--- src/rtl/spi_req_arbiter.sv ---
// spi_req_arbiter
// Round-robin arbiter sharing one single-byte SPI master among NUM_REQ
// requesters. Each grant drives one active-low chip-select, launches the
// master with the latched byte, waits for completion, returns the received
// byte and acks the requester. A CS_GAP-cycle deselect gap follows every
// transaction.
//
// Optional build macro: SPI_ARB_TIMEOUT_EN
//   Adds a WAIT watchdog. After TIMEOUT cycles in WAIT without m_done, the
//   transaction is closed with rx_data = 8'hFF and err_timeout pulses with
//   req_ack. Without the macro, WAIT lasts until m_done and err_timeout is 0.

module spi_req_arbiter #(
   parameter int NUM_REQ = 4,
   parameter int CS_GAP  = 2,
   parameter int TIMEOUT = 64
) (
   input  logic                       clk,
   input  logic                       rst,
   input  logic [NUM_REQ-1:0]         req,
   input  logic [NUM_REQ*8-1:0]       req_data,
   output logic [NUM_REQ-1:0]         req_ack,
   output logic [7:0]                 rx_data,
   output logic                       busy,
   output logic [$clog2(NUM_REQ)-1:0] grant_id,
   output logic                       m_start,
   output logic [7:0]                 m_tx_data,
   output logic [NUM_REQ-1:0]         m_cs_n,
   input  logic                       m_done,
   input  logic [7:0]                 m_rx_data,
   output logic                       err_timeout
);

   // state   | meaning
   // --------+------------------------------------------------------------
   // IDLE    | no transaction; arbitrate among pending requests
   // START   | one-cycle m_start pulse, granted chip-select low
   // WAIT    | chip-select held low until the master reports completion
   // RELEASE | all chip-selects high for CS_GAP cycles; ack on first cycle

   localparam int IDW = $clog2(NUM_REQ);

   typedef enum logic [1:0] {
      ST_IDLE    = 2'd0,
      ST_START   = 2'd1,
      ST_WAIT    = 2'd2,
      ST_RELEASE = 2'd3
   } state_t;

   localparam logic [3:0] GAP_LOAD = 4'(CS_GAP - 1);

   generate
      if (NUM_REQ < 2 || NUM_REQ > 8 || CS_GAP < 1 || CS_GAP > 15 || TIMEOUT < 1) begin : g_bad_param
         $error("spi_req_arbiter: parameter out of range");
      end
   endgenerate

   state_t           state_q;
   state_t           state_d;
   logic [IDW-1:0]   rr_ptr;
   logic [IDW-1:0]   pick_id;
   logic [IDW-1:0]   cand;
   logic             any_req;
   logic [3:0]       gap_cnt;
   logic             gap_first;
   logic             gap_last;
   logic             to_hit;

   assign gap_first = (gap_cnt == GAP_LOAD);
   assign gap_last  = (gap_cnt == 4'd0);

`ifdef SPI_ARB_TIMEOUT_EN
   localparam int            TW      = (TIMEOUT > 1) ? $clog2(TIMEOUT) : 1;
   localparam logic [TW-1:0] TO_LOAD = TW'(TIMEOUT - 1);

   logic [TW-1:0] to_cnt;
   logic          to_flag;

   // Watchdog fires on the terminal-count WAIT cycle unless m_done wins.
   assign to_hit      = (state_q == ST_WAIT) && !m_done && (to_cnt == '0);
   assign err_timeout = (state_q == ST_RELEASE) && gap_first && to_flag;

   // WAIT watchdog: down-counter loaded in START, terminal count at zero.
   always_ff @(posedge clk) begin
      if (rst) begin
         to_cnt  <= '0;
         to_flag <= 1'b0;
      end else if (state_q == ST_START) begin
         to_cnt  <= TO_LOAD;
         to_flag <= 1'b0;
      end else if (state_q == ST_WAIT) begin
         if (to_hit) begin
            to_flag <= 1'b1;
         end else if (to_cnt != '0) begin
            to_cnt <= to_cnt - TW'(1);
         end
      end
   end
`else
   assign to_hit      = 1'b0;
   assign err_timeout = 1'b0;
`endif

   // Round-robin pick: first set request scanning upward from rr_ptr.
   always_comb begin
      any_req = 1'b0;
      pick_id = rr_ptr;
      cand    = '0;
      for (int i = 0; i < NUM_REQ; i++) begin
         cand = IDW'((int'(rr_ptr) + i) % NUM_REQ);
         if (!any_req && req[cand]) begin
            any_req = 1'b1;
            pick_id = cand;
         end
      end
   end

   // State register.
   always_ff @(posedge clk) begin
      if (rst) begin
         state_q <= ST_IDLE;
      end else begin
         state_q <= state_d;
      end
   end

   // Next-state and decoded outputs.
   always_comb begin
      state_d = state_q;
      m_start = 1'b0;
      m_cs_n  = '1;
      req_ack = '0;
      busy    = 1'b1;
      case (state_q)
         ST_IDLE: begin
            busy = 1'b0;
            if (any_req) begin
               state_d = ST_START;
            end
         end
         ST_START: begin
            m_start          = 1'b1;
            m_cs_n[grant_id] = 1'b0;
            state_d          = ST_WAIT;
         end
         ST_WAIT: begin
            m_cs_n[grant_id] = 1'b0;
            if (m_done || to_hit) begin
               state_d = ST_RELEASE;
            end
         end
         ST_RELEASE: begin
            if (gap_first) begin
               req_ack[grant_id] = 1'b1;
            end
            if (gap_last) begin
               state_d = ST_IDLE;
            end
         end
         default: begin
            state_d = ST_IDLE;
         end
      endcase
   end

   // Grant/data capture, deselect-gap down-counter and round-robin pointer.
   always_ff @(posedge clk) begin
      if (rst) begin
         rr_ptr    <= '0;
         grant_id  <= '0;
         m_tx_data <= 8'h00;
         rx_data   <= 8'h00;
         gap_cnt   <= 4'd0;
      end else begin
         case (state_q)
            ST_IDLE: begin
               if (any_req) begin
                  grant_id  <= pick_id;
                  m_tx_data <= req_data[{pick_id, 3'b000} +: 8];
               end
            end
            ST_WAIT: begin
               if (m_done) begin
                  rx_data <= m_rx_data;
                  gap_cnt <= GAP_LOAD;
               end else if (to_hit) begin
                  rx_data <= 8'hFF;
                  gap_cnt <= GAP_LOAD;
               end
            end
            ST_RELEASE: begin
               if (gap_last) begin
                  rr_ptr <= (grant_id == IDW'(NUM_REQ - 1)) ? '0 : grant_id + IDW'(1);
               end else begin
                  gap_cnt <= gap_cnt - 4'd1;
               end
            end
            default: begin
            end
         endcase
      end
   end

endmodule

--- config.mk ---
export PLATFORM = sky130hd
export DESIGN_NAME = spi_req_arbiter
export DESIGN_NICKNAME = d
export VERILOG_FILES = /design/src/rtl/spi_req_arbiter.sv
export SDC_FILE = /design/constraint.sdc
export NUM_CORES = 1
export LEC_CHECK = 0
export CAP_MARGIN = 15
export CORE_MARGIN = 1
export CORE_UTILIZATION = 42
export CTS_BUF_LIST = sky130_fd_sc_hd__clkbuf_8
export DETAILED_ROUTE_END_ITERATION = 7
export GPL_ROUTABILITY_DRIVEN = 0
export PLACE_DENSITY_LB_ADDON = 0.08
export SETUP_SLACK_MARGIN = 0.3
export SYNTH_ARGS = -nofsm -noshare
export SYNTH_HDL_FRONTEND = slang
export SYNTH_SLANG_ARGS = --single-unit
--- constraint.sdc ---
create_clock -name clk -period 2.15 [get_ports clk]
set_input_delay 0.5375 -clock clk [delete_from_list [all_inputs] [get_ports clk]]
set_output_delay 0.5375 -clock clk [all_outputs]
set_load 0.02 [all_outputs]
Word-level counts from Yosys, hierarchy flattened
Cells that the tools add are included.
{"block": "totals", "input_bits": 47, "mem_count": 0, "output_inout_bits": 29, "wordCells": 74, "ramBits": 0, "mem_bits_ro": 0, "register_bits": 26, "latchBits": 0}
{"block": "classes", "mul": 0, "div_mod_pow": 0, "bitwise": 1, "n_eq_ne": 9, "reduce_logical": 16, "addsub": 5, "n_lt_le_gt_ge": 6, "muxes": 30, "n_shift": 1}
{"cell": "$shiftx 32x6->8", "count": 1}
{"cell": "$mux 4", "count": 5}
{"cell": "$lt 2x3->1 const B", "count": 5}
{"cell": "$mux 2", "count": 7}
{"cell": "$mux 1", "count": 11}
{"cell": "$bmux 1 s2", "count": 4}
{"cell": "$ne 2x2->1 const B", "count": 4}
{"cell": "$pmux 2 s4", "count": 1}
{"cell": "$pmux 4 s2", "count": 1}
{"cell": "$eq 2x2->1 const B", "count": 3}
{"cell": "$reduce_and 2->1", "count": 3}
{"cell": "$reduce_and 3->1", "count": 2}
{"cell": "$add 2x1->2 const B", "count": 2}
{"cell": "$add 2x2->2 const B", "count": 2}
{"cell": "$eq 4x1->1 const B", "count": 1}
{"cell": "$logic_and 1x1->1", "count": 4}
{"cell": "$logic_not 4->1", "count": 1}
{"cell": "$not 4->4", "count": 1}
{"cell": "$sub 4x1->4 const B", "count": 1}
{"cell": "$logic_not 1->1", "count": 3}
{"cell": "$demux 1 s2", "count": 1}
{"cell": "$eq 2x1->1 const B", "count": 1}
{"cell": "$ge 2x1->1 const B", "count": 1}
{"cell": "$logic_not 2->1", "count": 1}
{"cell": "2 further kinds", "count": 2}

Logic depth before layout (Yosys ltp)
{"block": "depth", "depth_word": 14, "depth_mapped": 8, "ltp_nobuf": 7}

Worst setup path before layout
Ideal clock, no wire load.
{"block": "synth_path", "path_type": "input to register", "start": "in req[2]", "end": "reg m_tx_data[3]", "slack_ps": 443, "setup_ps": 130, "stages": 6, "required_ps": 2020, "t_arrival_ps": 1577, "path_cell_list": "o41ai_4 -> nor2_2 -> nor4b_4 -> buf_6 -> a22oi_1 -> o211ai_1"}
{"block": "synth_via", "elab_chain_cells": 13, "word_cells_on_any_way": 23, "classes_between": "1 x shift; 15 x mux; 7 x reduce/logical"}
{"item": "start: declaration", "line_no": "20", "source": "input logic [NUM_REQ-1:0] req,"}
{"item": "$bmux 1 s2", "line_no": "111", "source": "if (!any_req && req[cand]) begin"}
{"item": "$mux 1 (implied by the code)", "line_no": "111"}
{"item": "$mux 1", "line_no": "111"}
{"item": "$logic_not 1->1", "line_no": "111"}
{"item": "$logic_and 1x1->1", "line_no": "111"}
{"item": "$mux 1", "line_no": "111"}
{"item": "$logic_not 1->1", "line_no": "111"}
{"item": "$logic_and 1x1->1", "line_no": "111"}
{"item": "$mux 1", "line_no": "111"}
{"item": "$logic_not 1->1", "line_no": "111"}
{"item": "$logic_and 1x1->1", "line_no": "111"}
{"item": "$mux 2 / $mux 1 (equally long branches)", "line_no": "111"}
{"item": "$shiftx 32x6->8 / $reduce_and 2->1 (equally long branches)"}
{"item": "end signal: assignment", "line_no": "179", "source": "m_tx_data <= req_data[{pick_id, 3'b000} +: 8];"}
{"item": "end: declaration", "line_no": "27", "source": "output logic [7:0] m_tx_data,"}
Several ways; a longest one is shown, not always the timed one. The select of a mux whose other input is x is not followed.
A chain may end at the register's enable or synchronous reset.

Worst setup path after layout
{"block": "layout_path", "start": "reg gap_cnt[1]", "end": "out req_ack[3]"}
{"block": "layout_via", "elab_chain_cells": 3}
{"item": "start: declaration", "line_no": "64", "source": "logic [3:0] gap_cnt;"}
{"item": "start signal: assignment", "line_no": "195", "source": "gap_cnt <= gap_cnt - 4'd1;"}
{"item": "$eq 4x1->1", "line_no": "69", "source": "assign gap_first = (gap_cnt == GAP_LOAD);"}
{"item": "$mux 4", "line_no": "153", "source": "if (gap_first) begin"}
{"item": "$mux 4", "line_no": "134", "source": "case (state_q)"}
{"item": "end: declaration", "line_no": "22", "source": "output logic [NUM_REQ-1:0] req_ack,"}
Every way passes these cells.

==> impl_metrics.yaml <==
global_route:
  grt_pass1_wl_um: 7050
  grt_overflow: 0
  grt_max_degree: 17
  grt_pass1_vias: 1591
  antenna_found_initial: 0
  gr-usage-all-layers: 0.217
placed_design:
  dpl.hpwl_um: 3330
  dpl_cell_area_mm2: 0.00252
  dpl.cell_count: 323
  io_buffer_count: 74
floorplanning:
  io_pins: 76
  die_w_um: 63.6
  die_area_mm2: 0.00404
  fp.coreArea_mm2: 0.00366
  start_util: 0.435
  fp.dieH_um: 63.6
  rows: 22
timing:
  finalMaxSlewViolations: 0
  fmax_ghz: 0.552
  rsz0062_at_grt: "yes"
  hold_violations: 0
  setup_viol: 0
  skew_ns: 0.00704
  min_period_over_period: 0.843
  finalCriticalPeriod_ns: 1.81
clocking:
  clk_path_buf_depth: 2
  cts_buffers: 3
  root_buffer: "clkbuf_8"
  clk_pin_slew_ns: 0.09
  cts_max_level: 1
  cts_tree: "built"
  cts_num_sinks: 26
  clkLatencyLatePin_ns: 0.27
setup_path:
  cp_slowest_cell: "dfxtp_2"
  path_delay_family: "flip-flops"
  critPathMaxFanout: 4
  worstSetupPathType: "register to output port"
  worstPathCellList: "inv_2 -> ha_2 -> and3_4 -> and2_1 -> buf_6"
  critical_path_required_ns: 1.61
  worst-path-buf-inv: 2
  cp-start-kind: "register"
  ff2ff_setup_slack_ns: 0.47
  cp_data_arrival_time_ns: 1.27
  critPathMaxStageDelay_ns: 0.34
  worst_setup_path_end_kind: "output port"
run_status:
  status: "complete, no violations"
cells_and_area:
  final_nets: 341
  fin_util: 0.719
  fill_cells: 292
  num_antenna_cells: 0
  finalInstanceArea_mm2: 0.00263
  area_growth_pct: 65.3
  drive_gt1_frac: 0.238
  final_common_cell: "clkdlybuf4s50_1"
  finalNonFillerCells: 330
  final_cell_mix: "59 x clkdlybuf4s50_1, 27 x buf_4, 22 x nand2_1, 20 x dfxtp_1"
drt:
  routed_wl_um: 4260
  drtIter0Drc: 64
  wl_per_cell_um: 12.9
  drc: 0
  routed_via_density: 5.08
  ant_nets: 0
  vias: 1675
  firstDrtPassIters: 4
pwr:
  power.share.clock: 0.143
  internal_power_uw: 1370
  p_per_area_mw_per_mm2: 830
  ir_worst_vdd_v: 0.000584
  swShare: 0.375
  p_leak_uw: 0.00104
  switchingPower_uw: 819
  seq_power_share: 0.327
  p_comb_frac: 0.530
synthesis:
  ys_seq_elements: 26
  synth_top_family_by_area: "simple AND/OR/NAND/NOR gates"
  synth.avg_cell_area_um2: 8.56
  syn-num-nets: 244
  syn_inst: 186
  synthesis.area_mm2: 0.00159
  synth_top_cell_area_share: 0.327
  synthAdderAreaFrac: 0.0864
  synth_xor_area_frac: 0.0110
  yosys_warnings: 0
  yosys.cell_types.count: 41
  synth-simple-area-share: 0.270
  synth_seq_area_share: 0.327
  synthMuxAreaShare: 0.0754
  synth.area.top_cells: "dfxtp_1 33%, ha_1 8.6%, mux2i_1 7.5%, nand2_1 5.2%, a21oi_1 3.8%"
  synth_top_area_cell: "dfxtp_1"
  synth_compound_area_frac: 0.175
worst_hold_path:
  hold_path_class: "register to register"
job:
  drv_cap: 0
==> tightest hold or removal path, cell delays in order (launching register included) <==
cell and delay [ns]:
dfxtp_1 0.32, nand2_1 0.05, a21oi_1 0.05
==> kinds of logic (layout without fill, tap and decap cells) <==
group,count (synthesis),count (layout)
multiplexers,12,12
AND/OR/NAND/NOR,78,78
buffers and inverters,18,114
adder cells (fa/ha/maj),11,11
other,1,1
XOR/XNOR,2,2
AO/OA/AOI/OAI,38,38
flip-flops,26,26
==> cell usage after synthesis <==
library cell / number
dfxtp_1: 26
nand2_1: 22
nor2_1: 14
a21oi_1: 12
mux2i_1: 12
ha_1: 11
inv_1: 9
nand3_1: 9
a22oi_1: 8
and3_1: 8
o211ai_1: 8
and2_1: 7
clkbuf_1: 5
nand2b_1: 5
nor2b_1: 3
buf_4: 2
a211oi_1: 1
a21bo_2: 1
a21boi_1: 1
a21o_1: 1
a221oi_1: 1
a32oi_1: 1
buf_2: 1
buf_6: 1
conb_1: 1
nand2_4: 1
nand3b_1: 1
nand4_1: 1
nand4b_4: 1
nor2_2: 1
nor3_1: 1
nor4_1: 1
nor4b_4: 1
nor4bb_1: 1
o21a_1: 1
o21ai_0: 1
o21ai_2: 1
o41ai_4: 1
or3_1: 1
xnor2_1: 1
xor2_1: 1
==> registers in the layout, summed over array words and instances (netlist names) <==
name       count
m_tx_data      8
grant_id       2
gap_cnt        4
state_q        2
rx_data        8
rr_ptr         2
==> final cells by class <==
cell class                 instances  area (um^2)  share of cell area
tap                               48         60.1              0.0228
clock buffer                       4         55.1              0.0209
multi-input combinational        142         1040               0.394
sequential                        26          531               0.202
inverter                           9         33.8              0.0128
timing repair buffer             101          916               0.348
==> stage by stage <==
stage	hold WS, ns	power, uW	TNS (ns)	setup WS [ns]
2_1_floorplan	0.488	1320	0	0.443
3_5_place_dp	0.446	1840	-1.23	-0.168
4_1_cts	0.458	2160	0	0.284
3_3_place_gp	0.443	1820	-0.951	-0.129
6_report	0.460	2180	0	0.338
5_1_grt	0.483	2340	0	0.281
==> power by group through the flow <==
stage	registers, uW	logic [uW]	clock network, uW
6_report	714	1160	313
5_1_grt	732	1260	347
4_1_cts	705	1130	324
3_5_place_dp	708	1130	0
3_3_place_gp	705	1110	0
2_1_floorplan	792	532	0
==> final timing paths <==
check                                start      endpoint  depth (start not counted)
worst max-delay path            gap_cnt[1]    req_ack[3]                          5
worst min-delay path            rx_data[7]    rx_data[7]                          2
worst max register to register  state_q[1]  m_tx_data[7]                          9
worst min register to register  rx_data[7]    rx_data[7]                          2
==> layer usage <==
layer	vias up	global-route usage	wire, um
met5	-	0	0
met3	2	0.0362	143
li1	851	-	-
met1	784	0.261	1930
met2	38	0.396	2160
met4	0	0.0511	20
==> what timing repair did <==
item                       4_1_cts  5_1_grt
buffers inserted                 1        2
setup endpoints to repair       20       18
resized for setup               50       20
hold buffers                     0        0
pin swaps                        2        3
Power figures use the tool's default switching activity.
